[src/rtl/bayer_quad_colour_proc_if.sv]
// Raw Bayer pixel stream in, one processed pixel per 2x2 quad out.
interface bayer_quad_colour_proc_if #(
   parameter int DATA_W = 12
);
   logic [DATA_W-1:0] iDATA;
   logic              iDVAL;
   logic              iSOF;
   logic [1:0]        iMODE;
   logic [DATA_W-1:0] oRed;
   logic [DATA_W-1:0] oGreen;
   logic [DATA_W-1:0] oBlue;
   logic              oDVAL;
   logic [9:0]        oX;
   logic [9:0]        oY;

   modport master (
      output iDATA, iDVAL, iSOF, iMODE,
      input  oRed, oGreen, oBlue, oDVAL, oX, oY
   );

   modport slave (
      input  iDATA, iDVAL, iSOF, iMODE,
      output oRed, oGreen, oBlue, oDVAL, oX, oY
   );
endinterface

[src/rtl/bayer_quad_colour_proc.sv]
// Bayer quad reducer: line buffer, 2x2 colour mapping, then
// per-frame RGB / average grey / luma / inverted grey output.
module bayer_quad_colour_proc #(
   parameter int DATA_W      = 12,
   parameter int LINE_W      = 640,
   parameter int BAYER_PHASE = 0
) (
   input logic iCLK,
   input logic iRST,
   bayer_quad_colour_proc_if.slave bus
);
   localparam int GW = DATA_W + 1;
   localparam int SW = DATA_W + 2;
   localparam int LW = DATA_W + 8;
   localparam logic [10:0]       X_LAST = 11'(LINE_W - 1);
   localparam logic [DATA_W-1:0] MAXV   = '1;

   logic [10:0]       x_q, x_d, y_q, y_d;
   logic [1:0]        mode_q, mode_d;
   logic [DATA_W-1:0] lb_q [LINE_W];
   logic [DATA_W-1:0] lb_d [LINE_W];
   logic [DATA_W-1:0] cur_dly_q, cur_dly_d;
   logic [DATA_W-1:0] prv_dly_q, prv_dly_d;
   logic              s1_vld_q, s1_vld_d;
   logic [DATA_W-1:0] s1_r_q, s1_r_d, s1_b_q, s1_b_d;
   logic [GW-1:0]     s1_g_q, s1_g_d;
   logic [1:0]        s1_mode_q, s1_mode_d;
   logic [9:0]        s1_qx_q, s1_qx_d, s1_qy_q, s1_qy_d;
   logic [DATA_W-1:0] red_q, red_d, grn_q, grn_d, blu_q, blu_d;
   logic              dval_q, dval_d;
   logic [9:0]        ox_q, ox_d, oy_q, oy_d;

   logic [DATA_W-1:0] p00, p01, p10, p11;
   logic              done;
   logic [SW-1:0]     sum;
   logic [LW-1:0]     luma;
   logic [DATA_W-1:0] avg;
   logic              unused_ok;

   assign p00  = prv_dly_q;
   assign p01  = lb_q[LINE_W-1];
   assign p10  = cur_dly_q;
   assign p11  = bus.iDATA;
   assign done = bus.iDVAL & ~bus.iSOF & x_q[0] & y_q[0];

   always_comb begin
      x_d    = x_q;
      y_d    = y_q;
      mode_d = mode_q;
      if (bus.iSOF) begin
         x_d    = bus.iDVAL ? 11'd1 : 11'd0;
         y_d    = '0;
         mode_d = bus.iMODE;
      end else if (bus.iDVAL) begin
         if (x_q == X_LAST) begin
            x_d = '0;
            y_d = y_q + 11'd1;
         end else begin
            x_d = x_q + 11'd1;
         end
      end
   end

   // Shifting only on iDVAL makes input gaps invisible to the quad.
   always_comb begin
      lb_d      = lb_q;
      cur_dly_d = cur_dly_q;
      prv_dly_d = prv_dly_q;
      if (bus.iDVAL) begin
         lb_d[0] = bus.iDATA;
         for (int i = 1; i < LINE_W; i++) lb_d[i] = lb_q[i-1];
         cur_dly_d = bus.iDATA;
         prv_dly_d = p01;
      end
   end

   always_comb begin
      s1_vld_d  = done;
      s1_r_d    = s1_r_q;
      s1_g_d    = s1_g_q;
      s1_b_d    = s1_b_q;
      s1_mode_d = s1_mode_q;
      s1_qx_d   = s1_qx_q;
      s1_qy_d   = s1_qy_q;
      if (done) begin
         s1_mode_d = mode_q;
         s1_qx_d   = x_q[10:1];
         s1_qy_d   = y_q[10:1];
         case (BAYER_PHASE)
            1: begin
               s1_r_d = p01;
               s1_g_d = GW'(p00) + GW'(p11);
               s1_b_d = p10;
            end
            2: begin
               s1_r_d = p10;
               s1_g_d = GW'(p00) + GW'(p11);
               s1_b_d = p01;
            end
            3: begin
               s1_r_d = p11;
               s1_g_d = GW'(p01) + GW'(p10);
               s1_b_d = p00;
            end
            default: begin
               s1_r_d = p00;
               s1_g_d = GW'(p01) + GW'(p10);
               s1_b_d = p11;
            end
         endcase
      end
   end

   // Luma weights sum to 256 per channel unit, so max in gives max out.
   assign sum  = SW'(s1_r_q) + SW'(s1_g_q) + SW'(s1_b_q);
   assign avg  = sum[SW-1:2];
   assign luma = LW'(s1_r_q) * LW'(77) + LW'(s1_g_q) * LW'(75)
               + LW'(s1_b_q) * LW'(29);
   assign unused_ok = ^{sum[1:0], luma[7:0]};

   always_comb begin
      dval_d = s1_vld_q;
      red_d  = red_q;
      grn_d  = grn_q;
      blu_d  = blu_q;
      ox_d   = ox_q;
      oy_d   = oy_q;
      if (s1_vld_q) begin
         ox_d = s1_qx_q;
         oy_d = s1_qy_q;
         unique case (s1_mode_q)
            2'd0: begin
               red_d = s1_r_q;
               grn_d = s1_g_q[GW-1:1];
               blu_d = s1_b_q;
            end
            2'd1: begin
               red_d = avg;
               grn_d = avg;
               blu_d = avg;
            end
            2'd2: begin
               red_d = luma[LW-1:8];
               grn_d = luma[LW-1:8];
               blu_d = luma[LW-1:8];
            end
            default: begin
               red_d = MAXV - avg;
               grn_d = MAXV - avg;
               blu_d = MAXV - avg;
            end
         endcase
      end
   end

   always_ff @(posedge iCLK) begin
      lb_q      <= lb_d;
      cur_dly_q <= cur_dly_d;
      prv_dly_q <= prv_dly_d;
      s1_r_q    <= s1_r_d;
      s1_g_q    <= s1_g_d;
      s1_b_q    <= s1_b_d;
      s1_mode_q <= s1_mode_d;
      s1_qx_q   <= s1_qx_d;
      s1_qy_q   <= s1_qy_d;
   end

   always_ff @(posedge iCLK) begin
      if (iRST) begin
         x_q      <= '0;
         y_q      <= '0;
         mode_q   <= '0;
         s1_vld_q <= 1'b0;
         dval_q   <= 1'b0;
         red_q    <= '0;
         grn_q    <= '0;
         blu_q    <= '0;
         ox_q     <= '0;
         oy_q     <= '0;
      end else begin
         x_q      <= x_d;
         y_q      <= y_d;
         mode_q   <= mode_d;
         s1_vld_q <= s1_vld_d;
         dval_q   <= dval_d;
         red_q    <= red_d;
         grn_q    <= grn_d;
         blu_q    <= blu_d;
         ox_q     <= ox_d;
         oy_q     <= oy_d;
      end
   end

   assign bus.oRed   = red_q;
   assign bus.oGreen = grn_q;
   assign bus.oBlue  = blu_q;
   assign bus.oDVAL  = dval_q;
   assign bus.oX     = ox_q;
   assign bus.oY     = oy_q;
endmodule
[src/flat_wrapper.sv]
// flat-port wrapper written by rule: the top's interface ports become plain ports
module bayer_quad_colour_proc_flat 
#(
   parameter int DATA_W      = 12,
   parameter int LINE_W      = 640,
   parameter int BAYER_PHASE = 0
)
  (iCLK, iRST, bus_iDATA, bus_iDVAL, bus_iSOF, bus_iMODE, bus_oRed, bus_oGreen, bus_oBlue, bus_oDVAL, bus_oX, bus_oY);
  bayer_quad_colour_proc_if #(.DATA_W(DATA_W)) bus_i ();
  input logic iCLK;
  input logic iRST;
  input wire logic [$bits(bus_i.iDATA)-1:0] bus_iDATA;
  input wire logic [$bits(bus_i.iDVAL)-1:0] bus_iDVAL;
  input wire logic [$bits(bus_i.iSOF)-1:0] bus_iSOF;
  input wire logic [$bits(bus_i.iMODE)-1:0] bus_iMODE;
  output wire logic [$bits(bus_i.oRed)-1:0] bus_oRed;
  output wire logic [$bits(bus_i.oGreen)-1:0] bus_oGreen;
  output wire logic [$bits(bus_i.oBlue)-1:0] bus_oBlue;
  output wire logic [$bits(bus_i.oDVAL)-1:0] bus_oDVAL;
  output wire logic [$bits(bus_i.oX)-1:0] bus_oX;
  output wire logic [$bits(bus_i.oY)-1:0] bus_oY;
  assign bus_i.iDATA = bus_iDATA;
  assign bus_i.iDVAL = bus_iDVAL;
  assign bus_i.iSOF = bus_iSOF;
  assign bus_i.iMODE = bus_iMODE;
  assign bus_oRed = bus_i.oRed;
  assign bus_oGreen = bus_i.oGreen;
  assign bus_oBlue = bus_i.oBlue;
  assign bus_oDVAL = bus_i.oDVAL;
  assign bus_oX = bus_i.oX;
  assign bus_oY = bus_i.oY;
  bayer_quad_colour_proc #(.DATA_W(DATA_W), .LINE_W(LINE_W), .BAYER_PHASE(BAYER_PHASE)) u_core (.iCLK(iCLK), .iRST(iRST), .bus(bus_i));
endmodule
[config.mk]
export PLATFORM = sky130hd
export DESIGN_NAME = bayer_quad_colour_proc_flat
export DESIGN_NICKNAME = d
export VERILOG_FILES = /design/src/rtl/bayer_quad_colour_proc_if.sv /design/src/rtl/bayer_quad_colour_proc.sv /design/src/flat_wrapper.sv
export SDC_FILE = /design/constraint.sdc
export NUM_CORES = 2
export LEC_CHECK = 0
export CORE_MARGIN = 2
export CORE_UTILIZATION = 50
export CTS_CLUSTER_SIZE = 12
export DETAILED_ROUTE_END_ITERATION = 10
export PLACE_DENSITY = 0.68
export SKIP_CTS_REPAIR_TIMING = 1
export SYNTH_ARGS = -nofsm -noshare
export SYNTH_HDL_FRONTEND = slang
export SYNTH_SLANG_ARGS = --single-unit
[constraint.sdc]
create_clock -name iCLK -period 8 [get_ports iCLK]
set_input_delay 1.6 -clock iCLK [delete_from_list [all_inputs] [get_ports iCLK]]
set_output_delay 1.6 -clock iCLK [all_outputs]
set_load 0.01 [all_outputs]
==> metrics.txt <==
effective utilization at floorplan=roughly half; Hold Crit Endpoint=u_core.lb_q[2113]$_DFFE_PP_; async set-or-reset flop fraction in the synthesized netlist=0%; final antenna-violating net count=0; Die Area=about 490000 µm²; sequential element share of the synthesized area=96.7%; Routed wire per std cell=between 15 and 20 µm; worst reg-to-reg path cell count=16; CTS H-Tree Depth=6; arrival time of data at the critical path endpoint=between 7 and 8 ns; half-perimeter wire length after detailed placement=approximately 130000 µm; tightest slew margin relative to the limit=between 10% and 20%; shortest clock period the worst path allows after layout=between 6 and 7 ns; std cell rows=255; run status=complete, no violations; Yosys top cell by area=sky130_fd_sc_hd__edfxtp_1; final hold viol count=0; vias post-DR=around 82000; number of synthesized register bits=roughly 7800; flop2flop setup slack=between 1.5 and 2 ns; Netlist cell types=67; netlist area before placement=about 240000 µm²; drt via density=~5; Net Count, Synth=around 9100; boundary pin count=75; unrepaired setup endpoints after global routing=no; Max Clk Rate=about 0.16 GHz; hold wc startpoint=u_core.lb_q[2125]$_DFFE_PP_; area overhead of the layout relative to synthesis=12.6%; post-layout net count=9935; setup skew after layout=0.0339 ns; clock sink total=around 7800; Total Power=roughly 80000 µW; CTS buffer count=~750; portion of synthesized cell area occupied by the leading cell type=between 90% and 100%; path type of the worst setup path=reg -> reg; top cells by area, synth=sky130_fd_sc_hd__edfxtp_1 (96%), sky130_fd_sc_hd__fa_1 (1.0%), sky130_fd_sc_hd__dfxtp_1 (0.68%); number of warnings printed during yosys synthesis=0; maximum fanout along the worst path=6; mean post-synth cell area=27.6 µm²; GPL Wtd Cong=around 0.75; commonest cells after routing, fill and taps aside=sky130_fd_sc_hd__edfxtp_1 (7751), sky130_fd_sc_hd__clkbuf_16 (769), sky130_fd_sc_hd__inv_1 (191); required time worst endpoint=8.93 ns; number of flops mapped to enable cells by yosys=slightly below 8000; Post-Route Hold Slack=roughly 0.38 ns; startpoint type of the worst setup path=flip-flop; Port Buffer Count=between 70 and 80; Final Max Tran Viols=0; maximum ir drop on the vdd rail=0.255 mV; maximum number of pins on one net before global-route repair=roughly 230; max-capacitance violation count=0; overflow left after global routing=0; cell chosen for the clock root=sky130_fd_sc_hd__clkbuf_16; Leak=slightly above 0.09 µW; Fin Setup TNS=0 ns; HP Class=reg -> reg; WHS Path Cells=0; pwr/cell area=294 nW/µm²; antenna violations before repair=9; insertion delay to the later sink of the worst-skew pair=1.04 ns; Core Area=around 480000 µm²; proportion of layout cells with a drive suffix above 1=9.34%; final routed DRC violation total=0; prevailing post-synth register cell=sky130_fd_sc_hd__edfxtp_1; ratio of final minimum period to clock period=76.7%; horizontal die dimension=between 700 and 800 µm; vias in the first global route=80500; clock transition at the register clock pins on the worst setup and hold paths after CTS=0.06 ns; final setup violation count=0; drt pass-1 iters=7; critical register-to-register path startpoint=u_core.s1_b_q[4]$_DFFE_PP_; overall die height=700 µm; leading cell type in the layout, fill and taps excluded=sky130_fd_sc_hd__edfxtp_1; slew at the pin closest to its max-slew limit=about 1.3 ns; global-route wire length before repair=467000 µm; CTS tree=yes; count of mapped cells out of synthesis=about 8800; end of the worst register-to-register path=u_core.bus.oRed[10]$_SDFFE_PP0P_; nature of the critical path endpoint=flip-flop; total length of routed wires=~300000 µm; violation count after the first detailed-route iteration=approximately 8400; number of buffers on the longest clock path=4; aggregate global-route resource usage=roughly an eighth
how the worst max path moves through the flow:
| stage | from | endpoint | slack [ns] | cells after the start |
|---|---|---|---|---|
| 5_1_grt | u_core.s1_b_q[4]$_DFFE_PP_ | u_core.bus.oGreen[6]$_SDFFE_PP0P_ | 1.49 | 17 |
| 4_1_cts | u_core.s1_b_q[4]$_DFFE_PP_ | u_core.bus.oRed[10]$_SDFFE_PP0P_ | 1.83 | 16 |
| 3_3_place_gp | u_core.s1_b_q[4]$_DFFE_PP_ | u_core.bus.oRed[7]$_SDFFE_PP0P_ | 1.91 | 17 |
| 3_5_place_dp | u_core.s1_b_q[4]$_DFFE_PP_ | u_core.bus.oRed[10]$_SDFFE_PP0P_ | 1.88 | 16 |
| 2_1_floorplan | u_core.s1_g_q[7]$_DFFE_PP_ | u_core.bus.oBlue[7]$_SDFFE_PP0P_ | 2.44 | 17 |
| 6_report | u_core.s1_b_q[4]$_DFFE_PP_ | u_core.bus.oRed[10]$_SDFFE_PP0P_ | 1.87 | 16 |
area by class of cell:
| cell class | instances | area [µm²] |
|---|---|---|
| fill | 33600 | 210000 |
| inverter | 191 | 717 |
| tap | 6425 | 8040 |
| timing repair buffer | 155 | 1720 |
| multi-input combinational | 739 | 7120 |
| antenna | 5 | 12.5 |
| sequential | 7833 | 234000 |
| clock inverter | 92 | 1030 |
| clock buffer | 897 | 19800 |
state kept, by name, summed over array words and instances (netlist names), 2 cells and up:
register	cells
u_core.bus.oBlue	12
u_core.bus.oGreen	12
u_core.bus.oRed	12
u_core.bus.oX	10
u_core.bus.oY	10
u_core.cur_dly_q	12
u_core.lb_q	7656
u_core.mode_q	2
u_core.p00	12
u_core.p01	12
u_core.s1_b_q	12
u_core.s1_g_q	13
u_core.s1_mode_q	2
u_core.s1_qx_q	10
u_core.s1_qy_q	10
u_core.s1_r_q	12
u_core.x_q	11
u_core.y_q	11
worst max-delay path, cell delays in order, from the launching register on:
cell	delay (ns)
sky130_fd_sc_hd__edfxtp_1	0.68
sky130_fd_sc_hd__fa_1	0.53
sky130_fd_sc_hd__fa_1	0.52
sky130_fd_sc_hd__inv_1	0.05
sky130_fd_sc_hd__fa_1	0.47
sky130_fd_sc_hd__inv_1	0.05
sky130_fd_sc_hd__fa_1	0.50
sky130_fd_sc_hd__fa_1	0.55
sky130_fd_sc_hd__inv_1	0.05
sky130_fd_sc_hd__fa_1	0.53
sky130_fd_sc_hd__inv_1	0.05
sky130_fd_sc_hd__ha_1	0.38
sky130_fd_sc_hd__nand4_1	0.28
sky130_fd_sc_hd__nor3_2	0.54
sky130_fd_sc_hd__o21ai_1	0.21
sky130_fd_sc_hd__a211o_1	0.34
sky130_fd_sc_hd__a311oi_1	0.28
routing by layer:
layer | up-vias | wire, µm | global-route usage, %
met1 | 42600 | 157000 | 19.8
li1 | 36700 | - | -
met2 | 1558 | 123000 | 15.6
met4 | 0 | 7720 | 3.83
met3 | 632 | 14000 | 2.41
met5 | - | 0 | 0
through the flow:
stage          instances  util, %  area [µm²]  setup WS, ns
6_report           16300     56.6      273000          1.87
5_1_grt            16300     56.5      273000          1.49
3_3_place_gp       15300     52.2      252000          1.91
3_5_place_dp       15300     52.2      252000          1.88
2_1_floorplan       8795        -      242000          2.44
4_1_cts            16300     56.5      273000          1.83
synth_stat cells, drive strengths merged, types with 11 or more instances:
cell    instances
a211oi         18
a21oi          44
a311oi         14
clkbuf         26
dfxtp          82
edfxtp       7751
fa            124
ha            125
inv           191
mux2i          25
nand2          37
nand3          14
nand4          12
nor2           99
nor3           15
o21a           11
o21ai          38
or3            11
xnor2          20
xor2           14
where the power goes:
part / internal (µW) / total, µW / switching, µW
Sequential: 47700 / 48400 / 676
Clock: 17400 / 30900 / 13500
Combinational: 78.2 / 823 / 745
Total: 65200 / 80100 / 14900
cells by family (layout without fill, tap and decap cells):
logic type      Yosys count  count (layout)  share of synthesized area [%]
xor+xnor                 34              34                          0.123
compound gates          193             193                          0.562
other cells               0               5                              0
mux                      26              26                          0.108
buf+inv                 223            1335                          0.347
simple gates            237             237                          0.474
fa+ha+maj               249             249                           1.67
flops                  7833            7833                           96.7
No activity file was read; power rests on OpenSTA's default activity.
